==> config.mk <==
export PLATFORM = sky130hd
export DESIGN_NAME = router_reg_p
export DESIGN_NICKNAME = d
export VERILOG_FILES = /design/src/rtl/router_reg_p.sv
export SDC_FILE = /design/constraint.sdc
export NUM_CORES = 1
export LEC_CHECK = 0
export ABC_AREA = 1
export CAP_MARGIN = 20
export CELL_PAD_IN_SITES_DETAIL_PLACEMENT = 1
export CELL_PAD_IN_SITES_GLOBAL_PLACEMENT = 1
export CORE_ASPECT_RATIO = 1.5
export CORE_MARGIN = 2
export CORE_UTILIZATION = 24
export CTS_CLUSTER_SIZE = 16
export DETAILED_ROUTE_END_ITERATION = 12
export PLACE_DENSITY_LB_ADDON = 0.1
export RECOVER_POWER = 100
export SYNTH_ARGS = -nofsm -noshare
export SYNTH_HDL_FRONTEND = slang
export SYNTH_SLANG_ARGS = --single-unit
==> constraint.sdc <==
create_clock -name clock -period 2.7 [get_ports clock]
set_input_delay 0.54 -clock clock [delete_from_list [all_inputs] [get_ports clock]]
set_output_delay 0.54 -clock clock [all_outputs]
set_load 0.01 [all_outputs]
==> src/rtl/router_reg_p.sv <==
// Packet register stage of the 1xN router: header capture, FIFO write data, one-word stall buffer,
// XOR parity check. Define ROUTER_REG_LEN_CHECK_EN to add a payload-length check that feeds err.
module router_reg_p #(
  parameter int DATA_W    = 8,
  parameter int ADDR_W    = 2,
  parameter int NUM_PORTS = 3
) (
  input  logic              clock,
  input  logic              resetn,
  input  logic              pkt_valid,
  input  logic [DATA_W-1:0] data_in,
  input  logic              fifo_full,
  input  logic              detect_add,
  input  logic              lfd_state,
  input  logic              ld_state,
  input  logic              laf_state,
  input  logic              full_state,
  input  logic              rst_int_reg,
  output logic              err,
  output logic              parity_done,
  output logic              low_pkt_valid,
  output logic [DATA_W-1:0] dout,
  output logic              len_err
);

  localparam int              LEN_W      = DATA_W - ADDR_W;
  localparam logic [ADDR_W:0] PORT_LIMIT = (ADDR_W+1)'(NUM_PORTS);

  logic [DATA_W-1:0] hdr_q, hdr_d;
  logic [DATA_W-1:0] hold_q, hold_d;
  logic [DATA_W-1:0] dout_q, dout_d;
  logic [DATA_W-1:0] int_par_q, int_par_d;
  logic [DATA_W-1:0] pkt_par_q, pkt_par_d;
  logic              parity_done_q, parity_done_d;
  logic              low_pkt_valid_q, low_pkt_valid_d;
  logic              err_q, err_d;

  logic addr_ok;
  logic par_cap_ld;
  logic par_cap_laf;
  logic par_cap;
  logic word_acc;

  // Address is zero-extended by one bit so NUM_PORTS == 2**ADDR_W accepts every address.
  assign addr_ok     = ({1'b0, data_in[ADDR_W-1:0]} < PORT_LIMIT);
  assign par_cap_ld  = ld_state & ~pkt_valid & ~fifo_full;
  assign par_cap_laf = laf_state & low_pkt_valid_q & ~parity_done_q;
  assign par_cap     = par_cap_ld | par_cap_laf;
  assign word_acc    = ld_state & pkt_valid & ~full_state;

  always_comb begin
    hdr_d           = hdr_q;
    hold_d          = hold_q;
    dout_d          = dout_q;
    int_par_d       = int_par_q;
    pkt_par_d       = pkt_par_q;
    parity_done_d   = parity_done_q;
    low_pkt_valid_d = low_pkt_valid_q;
    err_d           = err_q;

    if (detect_add && pkt_valid && addr_ok) begin
      hdr_d = data_in;
    end

    if (lfd_state) begin
      dout_d = hdr_q;
    end else if (ld_state && !fifo_full) begin
      dout_d = data_in;
    end else if (ld_state && fifo_full) begin
      hold_d = data_in;
    end else if (laf_state) begin
      dout_d = hold_q;
    end

    if (detect_add) begin
      int_par_d = '0;
    end else if (lfd_state) begin
      int_par_d = hdr_q;
    end else if (word_acc) begin
      int_par_d = int_par_q ^ data_in;
    end

    if (par_cap_ld) begin
      pkt_par_d = data_in;
    end else if (par_cap_laf) begin
      pkt_par_d = hold_q;
    end

    if (detect_add) begin
      parity_done_d = 1'b0;
    end else if (par_cap) begin
      parity_done_d = 1'b1;
    end

    if (rst_int_reg) begin
      low_pkt_valid_d = 1'b0;
    end else if (ld_state && !pkt_valid) begin
      low_pkt_valid_d = 1'b1;
    end

    // err compares registered parities, so it settles one cycle after parity_done.
    if (detect_add) begin
      err_d = 1'b0;
    end else if (parity_done_q) begin
      err_d = (int_par_q != pkt_par_q) | len_err;
    end
  end

  always_ff @(posedge clock) begin
    if (!resetn) begin
      hdr_q           <= '0;
      hold_q          <= '0;
      dout_q          <= '0;
      int_par_q       <= '0;
      pkt_par_q       <= '0;
      parity_done_q   <= 1'b0;
      low_pkt_valid_q <= 1'b0;
      err_q           <= 1'b0;
    end else begin
      hdr_q           <= hdr_d;
      hold_q          <= hold_d;
      dout_q          <= dout_d;
      int_par_q       <= int_par_d;
      pkt_par_q       <= pkt_par_d;
      parity_done_q   <= parity_done_d;
      low_pkt_valid_q <= low_pkt_valid_d;
      err_q           <= err_d;
    end
  end

`ifdef ROUTER_REG_LEN_CHECK_EN
  localparam logic [LEN_W-1:0] CNT_ONE = LEN_W'(1);
  localparam logic [LEN_W-1:0] CNT_MAX = '1;

  logic [LEN_W-1:0] cnt_q, cnt_d;
  logic             len_err_q, len_err_d;

  // Counts accepted payload words; saturates so an over-long packet still mismatches.
  always_comb begin
    cnt_d     = cnt_q;
    len_err_d = len_err_q;
    if (detect_add) begin
      cnt_d     = '0;
      len_err_d = 1'b0;
    end else begin
      if (word_acc && (cnt_q != CNT_MAX)) begin
        cnt_d = cnt_q + CNT_ONE;
      end
      if (par_cap) begin
        len_err_d = (cnt_q != hdr_q[DATA_W-1:ADDR_W]);
      end
    end
  end

  always_ff @(posedge clock) begin
    if (!resetn) begin
      cnt_q     <= '0;
      len_err_q <= 1'b0;
    end else begin
      cnt_q     <= cnt_d;
      len_err_q <= len_err_d;
    end
  end

  assign len_err = len_err_q;
`else
  assign len_err = 1'b0;
`endif

  assign dout          = dout_q;
  assign err           = err_q;
  assign parity_done   = parity_done_q;
  assign low_pkt_valid = low_pkt_valid_q;

endmodule

==> metrics.md, run 1 <==
| Metric | Value |
|---|---|
| Cells after DPL | `432` |
| Total nets after synthesis | `320` |
| Slowest stage cell on the critical path | `dlygate4sd3_1` |
| Maximum vdd drop | `0.000299 V` |
| Crit path buf inv count | `2` |
| DRT Pass-1 Iters | `4` |
| Vias in the first global route | `slightly above 2,000` |
| H-tree depth | `2` |
| CP arrival | `~2.4 ns` |
| Core footprint | `between 8000 and 9000 sq um` |
| Fin crit share | `about four fifths` |
| Num rows | `41` |
| Setup bufs post-CTS | `0` |
| Placed Area | `around 2500 sq um` |
| Placer congestion estimate | `slightly below 0.8` |
| Layout Cell Area excl Fill | `~2600 sq um` |
| Share of the yosys chip area belonging to registers | `approximately two fifths` |
| Starting Density | `between 20% and 30%` |
| Die extent in y | `around 120 um` |
| Clock share of power | `43.4%` |
| Static leakage | `about 1.2 nW` |
| Cts repair resizes | `0` |
| Hold buffer count at CTS | `0` |
| Ant. Diodes | `0` |
| GR Util All Layers | `14.3%` |
| Final hold violations | `0` |
| Routed Wire Length | `about 6300 um` |
| Synth cell types | `26` |
| Via density | `about 4.5` |
| Antenna violations before repair | `0` |
| Crit Path Max Fanout | `18` |
| Setup TNS | `0 ns` |
| Total CTS buffers | `5` |
| WP data required | `a little under 3 ns` |
| Max_cap viols | `0` |
| Worst Clk Skew | `0.00457 ns` |
| Final Max Tran Viols | `0` |
| Clock transition at path regs | `roughly 0.06 ns` |
| Status | `complete, no violations` |
| Switch Pwr | `413 uW` |
| Power share of the sequential group | `roughly 43%` |
| Max incr delay on CP | `about 0.67 ns` |
| Total power draw | `between 1.5 and 2 mW` |
| RSZ-0062 raised after global routing | `no` |
| Syn-to-layout area delta | `25.2%` |
| Post-synthesis cell area | `2110 sq um` |
| Nets | `350` |
| Boundary Pins | `30` |
| Clock root buffer master | `clkbuf_16` |
| Worst skew pair latency | `0.29 ns` |
| Port-buffer cells | `28` |
| First-pass GRT wire length | `around 10,000 um` |
| Sw frac | `about a quarter` |
| CTS tree | `yes` |
| Combinational Power Share | `~14%` |
| # setup viols final | `0` |
| Power Density | `around 600 nW/um^2` |
| Slew at the pin closest to its max-slew limit | `roughly 0.65 ns` |
| Drt drc | `0` |
| Hpwl dp | `4840 um` |
| FMAX | `roughly 470 MHz` |
| Die Wd | `around 80 um` |
| Yosys warns | `0` |
| PnR worst setup slack | `about 0.57 ns` |
| Initial DRC Count | `62` |
| Synthesis-stage register bit count | `43` |
| Crit path launch type | `input port` |
| Internal Power | `between 1 and 1.5 mW` |
| Worst setup EP type | `flip-flop` |
| Minimum clock period | `between 2 and 2.5 ns` |
| WL per Instance | `14.4 um` |
| Dpl ws | `0.496 ns` |
| Crit-path cells | `dlygate4sd3_1, inv_2, nor2_4, nand2_4, nand2_1, o21ai_0, a21oi_2` |
| Hold slack | `0.481 ns` |
| Final ANT Viol Nets | `0` |
| Post-synthesis cell count | `302` |
| Total vias in the final route | `1,973` |
| Largest net degree at the start of global routing | `33` |
| Clock Sinks | `43` |
| Die Area | `between 9000 and 10,000 sq um` |
| Fin util | `a little under a third` |
| Hold WC Path Type | `flip-flop to flip-flop` |
| Syn Area/Cell | `7.00 sq um` |
| Crit path kind | `input port to flip-flop` |
| Bufs on Longest Clock Path | `2` |
| Crit path max-delay family | `simple AND/OR/NAND/NOR gates` |
| Layout cell share with drive strength beyond 1 | `around 8%` |
| Rel. slew slack | `~57%` |
| Remaining Overflow, GRT | `0` |
| Reg-to-reg slack, setup | `approximately 1.3 ns` |
| Non-Filler Instances | `around 440` |
-- sequential cells by signal, indices dropped and copies added, names as in the netlist --
signal         cells
hold_q             8
hdr_q              8
low_pkt_valid      1
dout               8
err                1
parity_done        1
int_par_q          8
pkt_par_q          8
-- cells in the final DEF (no fill, tap or decap) --
| cell type | instances |
|---|---|
| nand2_1 | 69 |
| dfxtp_1 | 43 |
| inv_1 | 38 |
| nand3_1 | 29 |
| o21ai_0 | 28 |
| nor2_1 | 27 |
| a21oi_1 | 19 |
| clkdlybuf4s50_1 | 14 |
| dlygate4sd3_1 | 14 |
| xor2_1 | 8 |
| a31oi_1 | 8 |
| clkbuf_16 | 5 |
| a21oi_2 | 4 |
| o21ai_1 | 4 |
| o21ai_2 | 4 |
| buf_4 | 4 |
| inv_2 | 2 |
| xnor2_1 | 2 |
| nand2_2 | 2 |
| nor2_4 | 1 |
| nand3b_2 | 1 |
| nand2_4 | 1 |
| nor3_1 | 1 |
| conb_1 | 1 |
| bufinv_16 | 1 |
| clkinvlp_4 | 1 |
| clkbuf_1 | 1 |
-- worst min-delay path: cells and delay by family, from the launching register on --
kind	cells	cell delay, ns
DFF	1	0.31
buffers and inverters	1	0.07
AOI/OAI and AO/OA	1	0.05
-- cells in the mapped netlist --
cell	count	area (sq um)
a31oi_1	8	50.1
nand2_1	66	248
nand2_2	4	25.0
xor2_1	8	70.1
nand3b_2	1	11.3
xnor2_1	2	17.5
inv_1	37	139
buf_8	1	15.0
buf_6	1	11.3
a21oi_1	19	95.1
nor3_1	1	5.00
a21oi_2	4	35.0
o21ai_0	25	125
o21ai_1	7	35.0
buf_4	1	7.51
nor2_1	26	97.6
inv_2	3	11.3
nand2_4	2	22.5
nor2_2	1	6.26
o21ai_2	4	35.0
dfxtp_1	43	861
buf_2	3	15.0
nand3_1	29	145
conb_1	1	3.75
nor2_4	1	11.3
clkbuf_1	4	15.0
-- power groups by stage --
stage / sequential [mW] / combinational, mW / clock, mW
floorplan: 0.704 / 0.130 / 0
global placement: 0.702 / 0.232 / 0
detailed placement: 0.703 / 0.234 / 0
CTS: 0.689 / 0.236 / 0.718
global route: 0.691 / 0.252 / 0.737
finish: 0.687 / 0.220 / 0.695
-- cell type report --
class	instances	area, sq um
fillers	1061	5820
multi-input cells	209	1020
flip-flops and latches	43	861
repair buffers	33	314
inverters	40	150
well taps	107	134
clock buffers	5	125
clock inverters	2	37.5
-- path summary, 6_finish.rpt --
path	startpoint	endpoint	cells past startpoint
worst max-delay path	ld_state	pkt_par_q[4]	7
worst min-delay path	hold_q[5]	hold_q[5]	2
worst min register to register	hold_q[5]	hold_q[5]	2
worst max register to register	parity_done	pkt_par_q[4]	5
-- cell families (layout without fill, tap and decap cells) --
family                 count (synthesis)  after routing  share of synthesized area [%]
XOR/XNOR                              10             10                           4.14
other                                  1              1                          0.177
buffers and inverters                 50             80                           10.1
AND/OR/NAND/NOR                      131            131                           27.1
AO/OA/AOI/OAI                         67             67                           17.8
flip-flops                            43             43                           40.7
-- routing by layer --
| layer | share of wire, % | up-vias | GRT usage [%] |
|---|---|---|---|
| li1 | - | 1024 | - |
| met1 | 46 | 916 | 17.7 |
| met2 | 50 | 26 | 24.2 |
| met3 | 2.4 | 7 | 2.73 |
| met4 | 1.6 | 0 | 5.08 |
| met5 | 0 | - | 0 |
(Power assumes the default switching activity.)
==> run 2: changes to the inputs <==
Clock period 2.7 ns to 2 ns, I/O delays scaled along.
==> metrics.md, run 2 (synthesis results as in run 1) <==
| Metric | Value |
|---|---|
| Status | `complete, no violations (unchanged)` |
| Final ANT Viol Nets | `0 (unchanged)` |
| Layout cell share with drive strength beyond 1 | `9.20% (was 7.83%)` |
| Final Max Tran Viols | `0 (unchanged)` |
| RSZ-0062 raised after global routing | `no (unchanged)` |
| Crit path buf inv count | `2 (unchanged)` |
| Combinational Power Share | `15.0% (was 13.8%)` |
| DRT Pass-1 Iters | `4 (unchanged)` |
| Power Density | `762 nW/um^2 (was 606 nW/um^2)` |
| WP data required | `2.17 ns (was 2.93 ns)` |
| Die Area | `9590 sq um (unchanged)` |
| Hpwl dp | `4830 um (was 4840 um)` |
| Crit path max-delay family | `buffers and inverters (was simple AND/OR/NAND/NOR gates)` |
| Maximum vdd drop | `0.000351 V (was 0.000299 V)` |
| Met1 track demand over resource | `17.2% (was 17.7%)` |
| Worst setup EP type | `flip-flop (unchanged)` |
| Crit Path Max Fanout | `18 (unchanged)` |
| Clock share of power | `39.2% (was 43.4%)` |
| Die Wd | `80.6 um (unchanged)` |
| Commonest non-fill, non-tap cell in the layout | `nand2_1 (unchanged)` |
| Crit path kind | `input port to flip-flop (unchanged)` |
| Via density | `4.47 (was 4.49)` |
| Largest net degree at the start of global routing | `25 (was 33)` |
| Placer congestion estimate | `0.724 (was 0.784)` |
| Clock root buffer master | `clkbuf_16 (unchanged)` |
| Internal Power | `1.49 mW (was 1.19 mW)` |
| Hold depth | `2 (unchanged)` |
| Num rows | `41 (unchanged)` |
| Gr busiest metal | `met2 (unchanged)` |
| CP arrival | `1.86 ns (was 2.36 ns)` |
| Setup bufs post-CTS | `0 (unchanged)` |
| Clock Sinks | `43 (unchanged)` |
| Worst Reg-to-Reg Cells | `5 (unchanged)` |
| Crit path launch type | `input port (unchanged)` |
| GR Util All Layers | `14.4% (was 14.3%)` |
| Worst skew pair latency | `0.29 ns (about the same)` |
| Port-buffer cells | `28 (unchanged)` |
| Max_cap viols | `0 (unchanged)` |
| Met3 Use GR | `2.80% (was 2.73%)` |
| Static leakage | `1.20 nW (was 1.18 nW)` |
| Core footprint | `8460 sq um (unchanged)` |
| Total CTS buffers | `5 (unchanged)` |
| Starting Density | `25.0% (unchanged)` |
| CTS tree | `yes (unchanged)` |
| Drt drc | `0 (unchanged)` |
| Cell count along the critical path | `7 (unchanged)` |
| First-pass GRT wire length | `10,600 um (was 10,400 um)` |
| Max incr delay on CP | `0.64 ns (was 0.67 ns)` |
| PnR worst setup slack | `0.314 ns (was 0.569 ns)` |
| Cts repair resizes | `0 (unchanged)` |
| Total vias in the final route | `1,986 (was 1,973)` |
| Worst Clk Skew | `0.00428 ns (was 0.00457 ns)` |
| Fin crit share | `84.3%` |
| Hold WC Path Type | `flip-flop to flip-flop (unchanged)` |
| H-tree depth | `2 (unchanged)` |
| Minimum clock period | `between 1.5 and 2 ns` |
| Commonest non-fill, non-tap cells in the layout | `67 x nand2_1, 43 x dfxtp_1, 38 x inv_1, 29 x nand3_1 (was 69 x nand2_1, 43 x dfxtp_1, 38 x inv_1, 29 x nand3_1, 28 x o21ai_0)` |
| Bufs on Longest Clock Path | `2 (unchanged)` |
| Clock transition at path regs | `0.06 ns (about the same)` |
| Final hold violations | `0 (unchanged)` |
| Grt met2 use | `25.3% (was 24.2%)` |
| Ant. Diodes | `0 (unchanged)` |
| Slowest stage cell on the critical path | `dlygate4sd3_1 (unchanged)` |
| Power share of the sequential group | `45.9% (was 42.9%)` |
| Worst Hold Launch | `hold_q[1] (was hold_q[5])` |
| CP Launch Point | `ld_state (unchanged)` |
| Die extent in y | `119 um (unchanged)` |
| # setup viols final | `0 (unchanged)` |
| Dpl ws | `0.112 ns (was 0.496 ns)` |
| Syn-to-layout area delta | `25.7% (was 25.2%)` |
| Switch Pwr | `534 uW (was 413 uW)` |
| Routed Wire Length | `6240 um (was 6320 um)` |
| Vias in the first global route | `2,130 (was 2,059)` |
| FMAX | `593 MHz` |
| CP most frequent cell | `nand2_4` |
| Initial DRC Count | `53 (was 62)` |
| Sw frac | `26.4% (was 25.8%)` |
| Boundary Pins | `30 (unchanged)` |
| Antenna violations before repair | `0 (unchanged)` |
| Worst R2R Start | `parity_done (unchanged)` |
| WL per Instance | `14.1 um (was 14.4 um)` |
| Nets | `354 (was 350)` |
| Hold buffer count at CTS | `0 (unchanged)` |
| Setup TNS | `0 ns (unchanged)` |
| Crit-path cells | `dlygate4sd3_1, inv_1, nor2_4, nand2_4, nand2_4, o21ai_0, a21oi_2 (was dlygate4sd3_1, inv_2, nor2_4, nand2_4, nand2_1, o21ai_0, a21oi_2)` |
| Remaining Overflow, GRT | `0 (unchanged)` |
==> run 2: power by group through the flow <==
| stage | combinational (mW) | sequential, mW | clock [mW] |
|---|---|---|---|
| after global routing | 0.348 | 0.935 | 0.859 |
| after CTS | 0.323 | 0.931 | 0.830 |
| after global placement | 0.319 | 0.949 | 0 |
| after detailed placement | 0.320 | 0.950 | 0 |
| after floorplan | 0.176 | 0.950 | 0 |
| final | 0.303 | 0.929 | 0.793 |
==> run 2: metrics by stage <==
step                hold WS [ns]  instances  power (mW)  cell area, sq um  utilization [%]
floorplan                  0.444        302        1.13              2110                -
global placement           0.470        436        1.27              2530             29.9
detailed placement         0.475        436        1.27              2530             29.9
CTS                        0.486        444        2.08              2670             31.5
global route               0.509        444        2.14              2660             31.4
finish                     0.481        444        2.03              2660             31.4
==> run 2: worst register-to-register path: cells and delay by family, from the launching register on <==
kind | cells | cell delay (ns)
buffers and inverters | 1 | 0.07
DFF | 1 | 0.35
AOI/OAI and AO/OA | 2 | 0.27
and+or+nand+nor | 2 | 0.36
==> run 2: cell type report <==
type / instances / area, sq um
Fill cell: 1083 / 5810
Multi-Input combinational cell: 209 / 1030
Sequential cell: 43 / 861
Timing Repair Buffer: 37 / 342
Inverter: 40 / 150
Tap cell: 107 / 134
Clock buffer: 7 / 133
Clock inverter: 1 / 5.00
==> run 2: worst paths after layout <==
check,to,slack (ns)
worst min register to register,hold_q[1],0.48
worst max-delay path,pkt_par_q[3],0.31
worst min-delay path,hold_q[1],0.48
worst max register to register,pkt_par_q[3],0.83
==> run 2: per-layer routing <==
layer,part of all wire [%],vias to the layer above
met5,0,-
met4,1.6,0
met3,2.2,6
met2,51,25
met1,45,921
li1,-,1034
==> run 3: changes to the inputs <==
Clock period 2 ns to 1.4 ns, I/O delays scaled along.
==> metrics.md, run 3 (synthesis results as in run 1) <==
| Metric | Value |
|---|---|
| Power Density | `1120 nW/um^2 (was 762 nW/um^2)` |
| Total CTS buffers | `5 (unchanged)` |
| Minimum clock period | `approximately 1.3 ns` |
| Die Wd | `80.6 um (unchanged)` |
| Maximum vdd drop | `0.000481 V (was 0.000351 V)` |
| Worst Clk Skew | `0.00464 ns (was 0.00428 ns)` |
| Layout cell share with drive strength beyond 1 | `14.7% (was 9.20%)` |
| Hold buffer count at CTS | `0 (unchanged)` |
| Bufs on Longest Clock Path | `2 (unchanged)` |
| Boundary Pins | `30 (unchanged)` |
| Worst skew pair latency | `0.29 ns (about the same)` |
| Starting Density | `25.0% (unchanged)` |
| Hold slack | `0.480 ns (was 0.481 ns)` |
| Crit path launch type | `input port (unchanged)` |
| Worst setup EP type | `flip-flop (unchanged)` |
| Nets | `371 (was 354)` |
| GR Util All Layers | `14.6% (was 14.4%)` |
| Register area | `861 sq um (unchanged)` |
| Clock Sinks | `43 (unchanged)` |
| Hpwl dp | `5140 um (was 4830 um)` |
| Final ANT Viol Nets | `0 (unchanged)` |
| Commonest non-fill, non-tap cell in the layout | `nand2_1 (unchanged)` |
| Static leakage | `1.33 nW (was 1.20 nW)` |
| Routed Wire Length | `6480 um (was 6240 um)` |
| Clock transition at path regs | `0.07 ns (was 0.06 ns)` |
| Commonest non-fill, non-tap cells in the layout | `66 x nand2_1, 43 x dfxtp_1, 37 x inv_1, 29 x nand3_1, 28 x o21ai_0 (was 67 x nand2_1, 43 x dfxtp_1, 38 x inv_1, 29 x nand3_1)` |
| Final hold violations | `0 (unchanged)` |
| # setup viols final | `0 (unchanged)` |
| Placed Area | `2700 sq um (was 2530 sq um)` |
| Final Max Tran Viols | `0 (unchanged)` |
| Remaining Overflow, GRT | `0 (unchanged)` |
| RSZ-0062 raised after global routing | `no (unchanged)` |
| First-pass GRT wire length | `10,800 um (was 10,600 um)` |
| Crit Path Max Fanout | `18 (unchanged)` |
| Largest net degree at the start of global routing | `20 (was 25)` |
| Die extent in y | `119 um (unchanged)` |
| DRT Pass-1 Iters | `4 (unchanged)` |
| Hold WC Path Type | `flip-flop to flip-flop (unchanged)` |
| Status | `complete, no violations (unchanged)` |
| WL per Instance | `14.1 um (about the same)` |
| Ant. Diodes | `0 (unchanged)` |
| Die Area | `9590 sq um (unchanged)` |
| H-tree depth | `2 (unchanged)` |
| Via density | `4.38 (was 4.47)` |
| Port-buffer cells | `28 (unchanged)` |
| Num rows | `41 (unchanged)` |
| Clock root buffer master | `clkbuf_16 (unchanged)` |
| Fin crit share | `between 90% and 100%` |
| Placer congestion estimate | `0.789 (was 0.724)` |
| Multi-input gate area | `1040 sq um (was 1030 sq um)` |
| Filler Cells Inserted | `1,084 (was 1,083)` |
| Syn-to-layout area delta | `34.3% (was 25.7%)` |
| WP data required | `1.58 ns (was 2.17 ns)` |
| Crit path kind | `input port to flip-flop (unchanged)` |
| Drt drc | `0 (unchanged)` |
| FMAX | `about 760 MHz` |
| CP arrival | `1.50 ns (was 1.86 ns)` |
| Vias in the first global route | `2,168 (was 2,130)` |
| Initial DRC Count | `60 (was 53)` |
| Max_cap viols | `0 (unchanged)` |
| Antenna violations before repair | `0 (unchanged)` |
| CTS tree | `yes (unchanged)` |
| Core footprint | `8460 sq um (unchanged)` |
| Total vias in the final route | `2,021 (was 1,986)` |
| Layout Cell Area excl Fill | `2840 sq um (was 2660 sq um)` |
==> run 3: cell count changes in the layout (fill, tap and decap cells not counted), sizes merged <==
| cell | delta |
|---|---|
| clkbuf | -1 |
| dlygate4sd3 | -13 |
| dlymetal6s2s | +2 |
| buf | +16 |
| bufinv | +1 |
| dlygate4sd2 | +11 |
| clkinv | +1 |
==> run 3: stage by stage <==
step	setup WS (ns)	cells	util, %	setup TNS [ns]	power (mW)
after floorplan	0.294	302	-	0	1.61
final	0.0839	461	33.5	0	3.17
after detailed placement	-0.282	453	31.9	-8.66	1.86
after global placement	-0.257	453	31.9	-8.20	1.86
after CTS	0.0256	461	33.7	0	3.24
after global routing	0.0129	461	33.5	0	3.34
==> run 3: final timing paths <==
path               startpoint      endpoint  slack [ns]  cells after the start
hold reg to reg     hold_q[7]     hold_q[7]        0.48                      2
hold / removal      hold_q[7]     hold_q[7]        0.48                      2
setup / recovery    pkt_valid  pkt_par_q[6]        0.08                      6
setup reg to reg  parity_done  pkt_par_q[6]        0.19                      5
==> run 3: routing by layer <==
layer  up-vias  share of wire [%]  GRT usage [%]
met5         -                  0              0
li1       1067                  -              -
met2        24                 51           25.7
met1       922                 45           17.5
met3         8                2.5           2.65
met4         0                1.5           4.77
==> run 3: worst max-delay path, cell delays in order <==
cell             delay (ns)
clkdlybuf4s50_1        0.50
inv_1                  0.12
nand2_8                0.17
nand2_2                0.15
o21ai_0                0.24
a21oi_2                0.04
==> run 3: timing repair <==
| action | CTS | global route |
|---|---|---|
| gates resized for setup | 11 | 3 |
| setup endpoints to repair | 11 | 19 |
| cloned | 0 | 0 |
| buffers inserted | 0 | 0 |
==> run 3: power breakdown <==
| group | leakage [nW] | total [mW] | switching [mW] | internal (mW) |
|---|---|---|---|---|
| combinational | 0.892 | 0.472 | 0.264 | 0.208 |
| clock | 0.0838 | 1.37 | 0.527 | 0.843 |
| sequential | 0.352 | 1.33 | 0.0374 | 1.29 |
| total | 1.33 | 3.17 | 0.828 | 2.34 |
==> run 3: final cells by class <==
class	instances	area share [%]
inverters	40	5.29
multi-input cells	209	36.6
flip-flops and latches	43	30.3
repair buffers	54	17.1
well taps	107	4.72
clock inverters	3	1.54
clock buffers	5	4.41
